**src/rtl/midi_cc_tx.sv**
```systemverilog
// Button-to-MIDI Control Change transmitter: debounced edges become CC messages serialised at MIDI baud.
// Optional RUNNING_STATUS_EN macro drops repeated status bytes; queue drops events (sticky overflow) when full.
`timescale 1ns/1ps
module midi_cc_tx #(
    parameter int NUM_BTNS     = 4,
    parameter int BAUD_DIV     = 3200,
    parameter int DEBOUNCE_CYC = 500000,
    parameter int CHANNEL      = 0,
    parameter int FIRST_CC     = 46,
    parameter int FIFO_DEPTH   = 8
) (
    input  logic                clk,
    input  logic                rst,
    input  logic [NUM_BTNS-1:0] btn,
    output logic                midi_tx,
    output logic                busy,
    output logic [NUM_BTNS-1:0] led,
    output logic                overflow
);
    localparam int DW = $clog2(DEBOUNCE_CYC + 1);
    localparam int BW = $clog2(BAUD_DIV + 1);
    localparam int AW = $clog2(FIFO_DEPTH);
    localparam int CW = AW + 1;
    localparam logic [DW-1:0] DB_LAST   = DW'(DEBOUNCE_CYC - 1);
    localparam logic [BW-1:0] BAUD_LAST = BW'(BAUD_DIV - 1);
    localparam logic [CW-1:0] FULL_CNT  = CW'(FIFO_DEPTH);
    localparam logic [7:0]    STATUS    = {4'hB, 4'(CHANNEL)};
    localparam logic [6:0]    CC_BASE   = 7'(FIRST_CC);

    typedef enum logic [2:0] {IDLE, LOAD, START, DATA, STOP} state_t;

    logic [NUM_BTNS-1:0] sync1, sync2, deb, accept, pend, pval;
    logic [DW-1:0]       db_cnt [NUM_BTNS];

    always_ff @(posedge clk or negedge rst) begin
        if (!rst) begin
            sync1 <= '0;
            sync2 <= '0;
        end else begin
            sync1 <= btn;
            sync2 <= sync1;
        end
    end

    always_comb begin
        accept = '0;
        for (int i = 0; i < NUM_BTNS; i++)
            accept[i] = (sync2[i] != deb[i]) && (db_cnt[i] == DB_LAST);
    end

    // Counter runs only while the synchronised level disagrees; any agreement restarts it.
    always_ff @(posedge clk or negedge rst) begin
        if (!rst) begin
            deb <= '0;
            for (int i = 0; i < NUM_BTNS; i++) db_cnt[i] <= '0;
        end else begin
            for (int i = 0; i < NUM_BTNS; i++) begin
                if (sync2[i] == deb[i]) begin
                    db_cnt[i] <= '0;
                end else if (accept[i]) begin
                    db_cnt[i] <= '0;
                    deb[i]    <= sync2[i];
                end else begin
                    db_cnt[i] <= db_cnt[i] + DW'(1);
                end
            end
        end
    end

    logic       sel_vld, sel_val;
    logic [3:0] sel_idx;

    always_comb begin
        sel_vld = 1'b0;
        sel_val = 1'b0;
        sel_idx = '0;
        for (int i = NUM_BTNS - 1; i >= 0; i--) begin
            if (pend[i]) begin
                sel_vld = 1'b1;
                sel_val = pval[i];
                sel_idx = 4'(i);
            end
        end
    end

    state_t        state;
    logic [10:0]   mem [FIFO_DEPTH];
    logic [AW-1:0] wr_ptr, rd_ptr;
    logic [CW-1:0] count;
    logic          pop, push, drop;
    logic [10:0]   fifo_q;

    assign pop    = (state == LOAD);
    assign push   = sel_vld && ((count != FULL_CNT) || pop);
    assign drop   = sel_vld && (count == FULL_CNT) && !pop;
    assign fifo_q = mem[rd_ptr];

    // A fresh edge wins over the clear of the same button's bit being enqueued this cycle.
    always_ff @(posedge clk or negedge rst) begin
        if (!rst) begin
            pend     <= '0;
            pval     <= '0;
            overflow <= 1'b0;
        end else begin
            for (int i = 0; i < NUM_BTNS; i++) begin
                if (accept[i]) begin
                    pend[i] <= 1'b1;
                    pval[i] <= sync2[i];
                end else if (sel_vld && sel_idx == 4'(i)) begin
                    pend[i] <= 1'b0;
                end
            end
            if (drop) overflow <= 1'b1;
        end
    end

    always_ff @(posedge clk) begin
        if (push) mem[wr_ptr] <= {sel_idx, sel_val ? 7'h7F : 7'h00};
    end

    always_ff @(posedge clk or negedge rst) begin
        if (!rst) begin
            wr_ptr <= '0;
            rd_ptr <= '0;
            count  <= '0;
        end else begin
            if (push) wr_ptr <= wr_ptr + AW'(1);
            if (pop)  rd_ptr <= rd_ptr + AW'(1);
            case ({push, pop})
                2'b10:   count <= count + CW'(1);
                2'b01:   count <= count - CW'(1);
                default: count <= count;
            endcase
        end
    end

    logic [BW-1:0] baud_cnt;
    logic [2:0]    bit_cnt;
    logic [7:0]    sh;
    logic [15:0]   rest;
    logic [1:0]    left;
    logic [7:0]    d1, d2;
`ifdef RUNNING_STATUS_EN
    logic          rs_vld;
`endif

    assign d1 = {1'b0, CC_BASE + {3'b000, fifo_q[10:7]}};
    assign d2 = {1'b0, fifo_q[6:0]};

    always_ff @(posedge clk or negedge rst) begin
        if (!rst) begin
            state    <= IDLE;
            midi_tx  <= 1'b1;
            baud_cnt <= '0;
            bit_cnt  <= '0;
            sh       <= '0;
            rest     <= '0;
            left     <= '0;
`ifdef RUNNING_STATUS_EN
            rs_vld   <= 1'b0;
`endif
        end else begin
            case (state)
                IDLE: begin
                    midi_tx <= 1'b1;
                    if (count != '0) state <= LOAD;
                end
                LOAD: begin
`ifdef RUNNING_STATUS_EN
                    // Status is fixed by CHANNEL, so "same as last sent" reduces to "any sent since reset".
                    if (rs_vld) begin
                        sh   <= d1;
                        rest <= {8'h00, d2};
                        left <= 2'd1;
                    end else begin
                        sh     <= STATUS;
                        rest   <= {d2, d1};
                        left   <= 2'd2;
                        rs_vld <= 1'b1;
                    end
`else
                    sh   <= STATUS;
                    rest <= {d2, d1};
                    left <= 2'd2;
`endif
                    state    <= START;
                    midi_tx  <= 1'b0;
                    baud_cnt <= '0;
                end
                START: begin
                    if (baud_cnt == BAUD_LAST) begin
                        baud_cnt <= '0;
                        bit_cnt  <= '0;
                        midi_tx  <= sh[0];
                        sh       <= sh >> 1;
                        state    <= DATA;
                    end else begin
                        baud_cnt <= baud_cnt + BW'(1);
                    end
                end
                DATA: begin
                    if (baud_cnt == BAUD_LAST) begin
                        baud_cnt <= '0;
                        if (bit_cnt == 3'd7) begin
                            midi_tx <= 1'b1;
                            state   <= STOP;
                        end else begin
                            midi_tx <= sh[0];
                            sh      <= sh >> 1;
                            bit_cnt <= bit_cnt + 3'd1;
                        end
                    end else begin
                        baud_cnt <= baud_cnt + BW'(1);
                    end
                end
                STOP: begin
                    if (baud_cnt == BAUD_LAST) begin
                        baud_cnt <= '0;
                        if (left != 2'd0) begin
                            sh      <= rest[7:0];
                            rest    <= rest >> 8;
                            left    <= left - 2'd1;
                            midi_tx <= 1'b0;
                            state   <= START;
                        end else begin
                            state <= IDLE;
                        end
                    end else begin
                        baud_cnt <= baud_cnt + BW'(1);
                    end
                end
                default: state <= IDLE;
            endcase
        end
    end

    assign busy = (state != IDLE) || (count != '0);
    assign led  = deb;
endmodule
```
**config.mk**
```make
export PLATFORM = sky130hd
export DESIGN_NAME = midi_cc_tx
export DESIGN_NICKNAME = d
export VERILOG_FILES = /design/src/rtl/midi_cc_tx.sv
export SDC_FILE = /design/constraint.sdc
export NUM_CORES = 1
export LEC_CHECK = 0
export CORE_ASPECT_RATIO = 1.75
export CORE_MARGIN = 3
export CORE_UTILIZATION = 30
export DETAILED_ROUTE_END_ITERATION = 12
export DONT_BUFFER_PORTS = 1
export SYNTH_ARGS = -nofsm -noshare
export SYNTH_HDL_FRONTEND = slang
export SYNTH_SLANG_ARGS = --single-unit
```
**constraint.sdc**
```tcl
create_clock -name clk -period 2.12 [get_ports clk]
set_clock_uncertainty 0.1 [all_clocks]
set_input_delay 0.636 -clock clk [delete_from_list [all_inputs] [get_ports clk]]
set_output_delay 0.636 -clock clk [all_outputs]
set_load 0.1 [all_outputs]
```
# Word level (Yosys, flattened, before mapping)
# Memory sizes are Yosys's and may differ from the RTL's.
# Cells that the tools add are included.
# Widths: inputs -> output; s select.
dict set report totals {
  reg_bits 152
  mem_bits_rw 88
  input_bits 6
  out_inout_bits 7
  word_cells 180
  mem_count 1
}
# name words width read_ports rd_ports_with_merged_regs write_ports line
set memory_table {}
lappend memory_table {mem 8 11 1 0 1 87} ;# logic [10:0] mem [FIFO_DEPTH];
dict set report classes {
  addsub 12
  eq_ne 32
  muxes 63
  n_bitwise 4
  reduce_logical 39
}
# op n
set ops {}
lappend ops {{$mux 19} 8}
lappend ops {{$add 19x1->19 const B} 4}
lappend ops {{$eq 19x19->1 const B} 4}
lappend ops {{$mux 8} 5}
lappend ops {{$mux 16} 2}
lappend ops {{$pmux 16 s2} 1}
lappend ops {{$pmux 8 s4} 1}
lappend ops {{$mux 3} 8}
lappend ops {{$pmux 12 s2} 1}
lappend ops {{$mux 1} 23}
lappend ops {{$reduce_bool 2->1} 9}
lappend ops {{$pmux 3 s5} 1}
lappend ops {{$ne 2x2->1 const B} 7}
lappend ops {{$add 12x1->12 const B} 1}
lappend ops {{$eq 12x12->1 const B} 1}
lappend ops {{$mux 12} 1}
lappend ops {{$mux 4} 3}
lappend ops {{$logic_and 1x1->1} 11}
lappend ops {{$reduce_and 5->1} 2}
lappend ops {{$add 3x1->3 const B} 3}
lappend ops {{$eq 4x2->1 const B} 2}
lappend ops {{$mux 2} 4}
lappend ops {{$pmux 4 s2} 1}
lappend ops {{$reduce_and 2->1} 4}
lappend ops {{30 further kinds} 43}

# Logic depth before layout (Yosys ltp)
dict set report logic_depth {
  ltp_word 8
  ltp_mapped 8
  depth_no_buf 7
}

# Worst setup path after synthesis
# Ideal clock, no wire load.
dict set report synth_timing {
  kind {flip-flop to output port}
  start {register count[1]}
  end {output port busy}
  arrival_ns 1.629
  required_ns 1.384
  slack_ns -0.245
  path_stages_with_launch 3
  n_path_buf 0
  cell_sequence {dfrtp_1 nor3_1 nand3_1}
}
dict set report synth_via {
  elab_chain_cells 2
}
# item line
set synth_rtl {}
lappend synth_rtl {{start: declaration} 89} ;# logic [CW-1:0] count;
lappend synth_rtl {{start signal: assignment} 130} ;# 2'b10: count <= count + CW'(1);
lappend synth_rtl {{start signal: assignment} 131} ;# 2'b01: count <= count - CW'(1);
lappend synth_rtl {{start signal: assignment} 132} ;# default: count <= count;
lappend synth_rtl {{$reduce_bool 4->1} 237} ;# assign busy = (state != IDLE) || (count != '0);
lappend synth_rtl {{$logic_or 1x1->1} 237}
lappend synth_rtl {{end: declaration} 16} ;# output logic busy,
# Every way passes these cells.

# Final worst setup path
dict set report layout_timing {
  start {register db_cnt[12] in the netlist's numbering}
  end {register deb[3] (netlist: led[3])}
}
dict set report layout_via {
  elab_chain_cells 3
}
# item line
set layout_rtl {}
lappend layout_rtl {{start: declaration} 33} ;# logic [DW-1:0] db_cnt [NUM_BTNS];
lappend layout_rtl {{start signal: indexed assignment} 64} ;# db_cnt[i] <= db_cnt[i] + DW'(1);
lappend layout_rtl {{$eq 19x19->1} 48} ;# accept[i] = (sync2[i] != deb[i]) && (db_cnt[i] == DB_LAST);
lappend layout_rtl {{$logic_and 1x1->1} 48}
lappend layout_rtl {{$reduce_and 2->1 (no line)} n/a}
lappend layout_rtl {{end signal: indexed assignment} 62} ;# deb[i] <= sync2[i];
lappend layout_rtl {{end: declaration} 32} ;# logic [NUM_BTNS-1:0] sync1, sync2, deb, accept, pend, pval;
# Every way passes these cells.
# A chain may end at the register's enable or synchronous reset.

==> run summary <==
The floorplan step defined a die boundary enclosing 28200 um^2. The post-synthesis instance total was 745. The TritonCTS buffer count is 17, and the average cell area after synthesis is 10.5 um^2. The final instance area is 9590 um^2, and the peak ir drop on the vdd network is 577 uV. TritonCTS built the clock tree. Summing the sequential cell areas from Yosys gives 53.1% of the chip area. Before CTS, the worst setup slack after placement is -26.1 ps. The critical path in this run is classified as reg2reg. The critical path goes through or4b_1 -> or4_4 -> nor2_4 -> mux2_4. After the first detailed-routing iteration, the DRC count stood at 328. Clock latency on the worst-skew pair, taken at its later pin, is 420 ps. Dividing the detail-routed via count by the number of cells gives 5.05. Share of synthesized registers carrying an async set or reset: 85.2%. The checks that failed: negative hold slack. The logs give 0 for the number of antenna violations at the first check in global routing and 0 ps for the total negative setup slack. The leading register cell type out of synthesis was sky130_fd_sc_hd__dfrtp_1. The tools report the total count of max-transition violations in the final report as 0. The tools report the count of endpoints failing setup in the final report as 0. The maximum fanout count along the critical path works out to 3.

The run gives 13 as the number of ports placed on the die boundary. The die height works out to 220 um. The number of hold violations in the final report is 138, and the share of final-layout standard cells stronger than drive strength 1 is 21.7%. In this run the tightest slew margin relative to its limit is 59.1%. Clock-pin slew was measured on the worst setup and hold paths at 70 ps. CTS saw 162 sinks. The actual transition at the worst max-transition pin was 611 ps; the synthesized netlist net count was 762.

The via count of the routed design is 5781. For this run, design rule violations remaining after detail routing come to 0. The data arrival time of the critical path is 2320 ps. STA classifies the critical path endpoint as a register. After the last flow step, the layout net total stands at 832. The highest clock frequency the design can meet is 0.473 GHz, and the area growth from synthesis to final layout is 22.0%. In this run the clock root is driven by a sky130_fd_sc_hd__clkbuf_16.

The congestion estimate from routability-driven global placement came to 0.814. The number of core rows is 77. The type of the tightest min-delay check is in2async.

The tools report the final global-route overflow total as 0. After layout, the minimum clock period comes to 2110 ps. The synthesized design contains 24 enable-type register cells.

0 antenna diodes ended up in the layout. The logs give 30.8% for the starting density of the core and 64 for the number of distinct library cells after synthesis. The tool flagged a number of max-cap violations equal to 0. The data required time of the worst path was 2330 ps.

The post-layout utilization of the core is 37.6%, and the wire length of the first global-routing pass is 28000 um. For the detailed-routing iteration count for the pre-antenna-repair pass, the log shows 4. After detailed routing, the average wire length per cell comes to 14.4 um.

Across every metal layer, demand over resource in global routing totals 12.2%. In this run the power density over the cells is 676 nW/um^2. The run gives 11600 um as the half-perimeter wire length after placement. Dividing the final minimum period by the clock period gives 99.7%. Setup repair after global routing could not meet its margin everywhere. The die is 128 um wide. Type of element launching the critical path: a register. On the critical path, the stage with the largest delay is an instance of sky130_fd_sc_hd__or4_4.

The number of global-route vias before repair is 5945, and the buffer depth of the longest clock path is 2. The maximum number of pins on one net before global-route repair was 139; the post-detailed-route count of antenna-violating nets was 0. The run gives -196 ps as the tightest hold margin.

After layout, the worst setup slack is 5.77 ps. The core region is 25500 um^2. Counting flops and latches in the post-synthesis netlist gives 162. Number of warnings issued by yosys: 0.

For this design the static power due to leakage is 3.76 nW. The run finished, with violations left. The placed instance area came out at 8780 um^2.

The number of input and output port buffers inserted was 0. The clock tree synthesis step divided the H-tree into 4 levels. The area of the mapped netlist is 7860 um^2, and the depth of the worst register-to-register path is 4. The final layout contains routed wiring with a total length of 16500 um. The largest single stage delay on the critical path is 580 ps.
[power breakdown]
part	switching [mW]	internal, mW	total (mW)
registers	0.0241	3.17	3.20
clock network	1.35	1.85	3.20
logic	0.0485	0.0368	0.0853
[layout make-up]
class | instances | area [um^2]
clock inverters | 13 | 161
inverters | 22 | 82.6
multi-input cells | 528 | 3620
fillers | 2509 | 15900
clock buffers | 19 | 454
flip-flops and latches | 162 | 4180
well taps | 316 | 395
repair buffers | 84 | 693
[layer usage]
metal | vias up | track usage (%) | wire length (um)
li1 | 2861 | - | -
met4 | 0 | 4.00 | 295
met5 | - | 0 | 0
met2 | 55 | 23.5 | 9420
met1 | 2844 | 12.6 | 6290
met3 | 21 | 3.08 | 488
[through the flow]
| step | instances | power (mW) |
|---|---|---|
| after floorplan | 745 | 3.31 |
| after global placement | 1106 | 3.34 |
| after detailed placement | 1106 | 3.34 |
| after CTS | 1141 | 6.58 |
| after global routing | 1144 | 6.74 |
| final | 1144 | 6.48 |
[flip-flops by register name (all words and copies together), names as in the netlist, 3 cells and up]
signal,cells
count,4
pend,4
mem,24
rest,6
sh,8
led,4
bit_cnt,3
wr_ptr,3
rd_ptr,3
baud_cnt,12
sync1,4
db_cnt,76
sync2,4
state,3
[kinds of logic (layout without fill, tap and decap cells)]
logic type,count (synthesis),after routing,share of synthesized area (%)
xor+xnor,63,63,7.02
flops,162,162,53.1
fa+ha+maj,13,13,2.01
mux,28,28,4.76
buf+inv,55,138,2.82
compound gates,114,114,9.57
simple gates,310,310,20.7
[Yosys cell counts (3+ instances only)]
master / number / area share (%)
sky130_fd_sc_hd__dfrtp_1: 137 / 44
sky130_fd_sc_hd__nor2_1: 77 / 3.7
sky130_fd_sc_hd__nand2_1: 51 / 2.4
sky130_fd_sc_hd__nand3_1: 46 / 2.9
sky130_fd_sc_hd__xnor2_1: 40 / 4.5
sky130_fd_sc_hd__a21oi_1: 27 / 1.7
sky130_fd_sc_hd__clkbuf_1: 26 / 1.2
sky130_fd_sc_hd__o21ai_0: 25 / 1.6
sky130_fd_sc_hd__edfxtp_1: 24 / 9.2
sky130_fd_sc_hd__xor2_1: 23 / 2.6
sky130_fd_sc_hd__inv_1: 22 / 1.1
sky130_fd_sc_hd__nand4_1: 22 / 1.8
sky130_fd_sc_hd__nor4_1: 22 / 1.8
sky130_fd_sc_hd__mux2_2: 15 / 2.1
sky130_fd_sc_hd__or3_1: 15 / 1.2
sky130_fd_sc_hd__nor3_1: 13 / 0.83
sky130_fd_sc_hd__a31oi_1: 12 / 0.96
sky130_fd_sc_hd__ha_1: 11 / 1.8
sky130_fd_sc_hd__o31ai_1: 9 / 0.86
sky130_fd_sc_hd__and3_1: 8 / 0.64
sky130_fd_sc_hd__and4_1: 8 / 0.89
sky130_fd_sc_hd__nand2b_1: 8 / 0.64
sky130_fd_sc_hd__or4_1: 8 / 0.76
sky130_fd_sc_hd__mux2i_1: 7 / 0.89
sky130_fd_sc_hd__or2_2: 7 / 0.56
sky130_fd_sc_hd__a22o_1: 6 / 0.67
sky130_fd_sc_hd__and2_1: 6 / 0.48
sky130_fd_sc_hd__mux4_2: 6 / 1.7
sky130_fd_sc_hd__buf_2: 5 / 0.32
sky130_fd_sc_hd__a211oi_1: 4 / 0.38
sky130_fd_sc_hd__nand3b_1: 4 / 0.38
sky130_fd_sc_hd__a21o_1: 3 / 0.29
sky130_fd_sc_hd__a22oi_1: 3 / 0.29
sky130_fd_sc_hd__nor3b_1: 3 / 0.29
sky130_fd_sc_hd__o22ai_1: 3 / 0.24
[critical path: cells and delay by family, from the launching register on]
family           cells  cell delay, ps
flip-flops           1             370
multiplexers         1             300
AND/OR/NAND/NOR      3            1240
[final timing paths]
path	from	to	slack [ps]
worst max-delay path	db_cnt[12]	led[3]	6
worst min-delay path	rst	sh[4]	-200
worst max register to register	db_cnt[12]	led[3]	6
worst min register to register	sync1[1]	sync2[1]	250
max in group asynchronous	rst	midi_tx	1910
min in group clk	btn[1]	sync1[1]	140
[timing repair]
| action | CTS | global route |
|---|---|---|
| resized for setup | 10 | 25 |
| pin swaps | 2 | 5 |
| hold endpoints to repair | 138 | 138 |
| setup buffers | 3 | 3 |
| endpoints found under the setup margin | 2 | 33 |
[cells in the final DEF, fill, tap and decap left out, types with 6 or more instances in the layout]
cell / count
sky130_fd_sc_hd__dfrtp_1: 133
sky130_fd_sc_hd__buf_4: 79
sky130_fd_sc_hd__nor2_1: 71
sky130_fd_sc_hd__nand2_1: 50
sky130_fd_sc_hd__nand3_1: 45
sky130_fd_sc_hd__xnor2_1: 40
sky130_fd_sc_hd__a21oi_1: 26
sky130_fd_sc_hd__o21ai_0: 25
sky130_fd_sc_hd__edfxtp_1: 24
sky130_fd_sc_hd__xor2_1: 23
sky130_fd_sc_hd__inv_1: 22
sky130_fd_sc_hd__nand4_1: 22
sky130_fd_sc_hd__nor4_1: 20
sky130_fd_sc_hd__clkbuf_16: 18
sky130_fd_sc_hd__or3_1: 15
sky130_fd_sc_hd__a31oi_1: 11
sky130_fd_sc_hd__nor3_1: 10
sky130_fd_sc_hd__mux2_2: 10
sky130_fd_sc_hd__o31ai_1: 9
sky130_fd_sc_hd__or4_1: 8
sky130_fd_sc_hd__and4_1: 8
sky130_fd_sc_hd__ha_1: 8
sky130_fd_sc_hd__or2_2: 7
sky130_fd_sc_hd__and3_1: 7
sky130_fd_sc_hd__nand2b_1: 7
sky130_fd_sc_hd__mux2i_1: 7
sky130_fd_sc_hd__a22o_1: 6
sky130_fd_sc_hd__mux4_2: 6
Power figures use the tool's default switching activity.
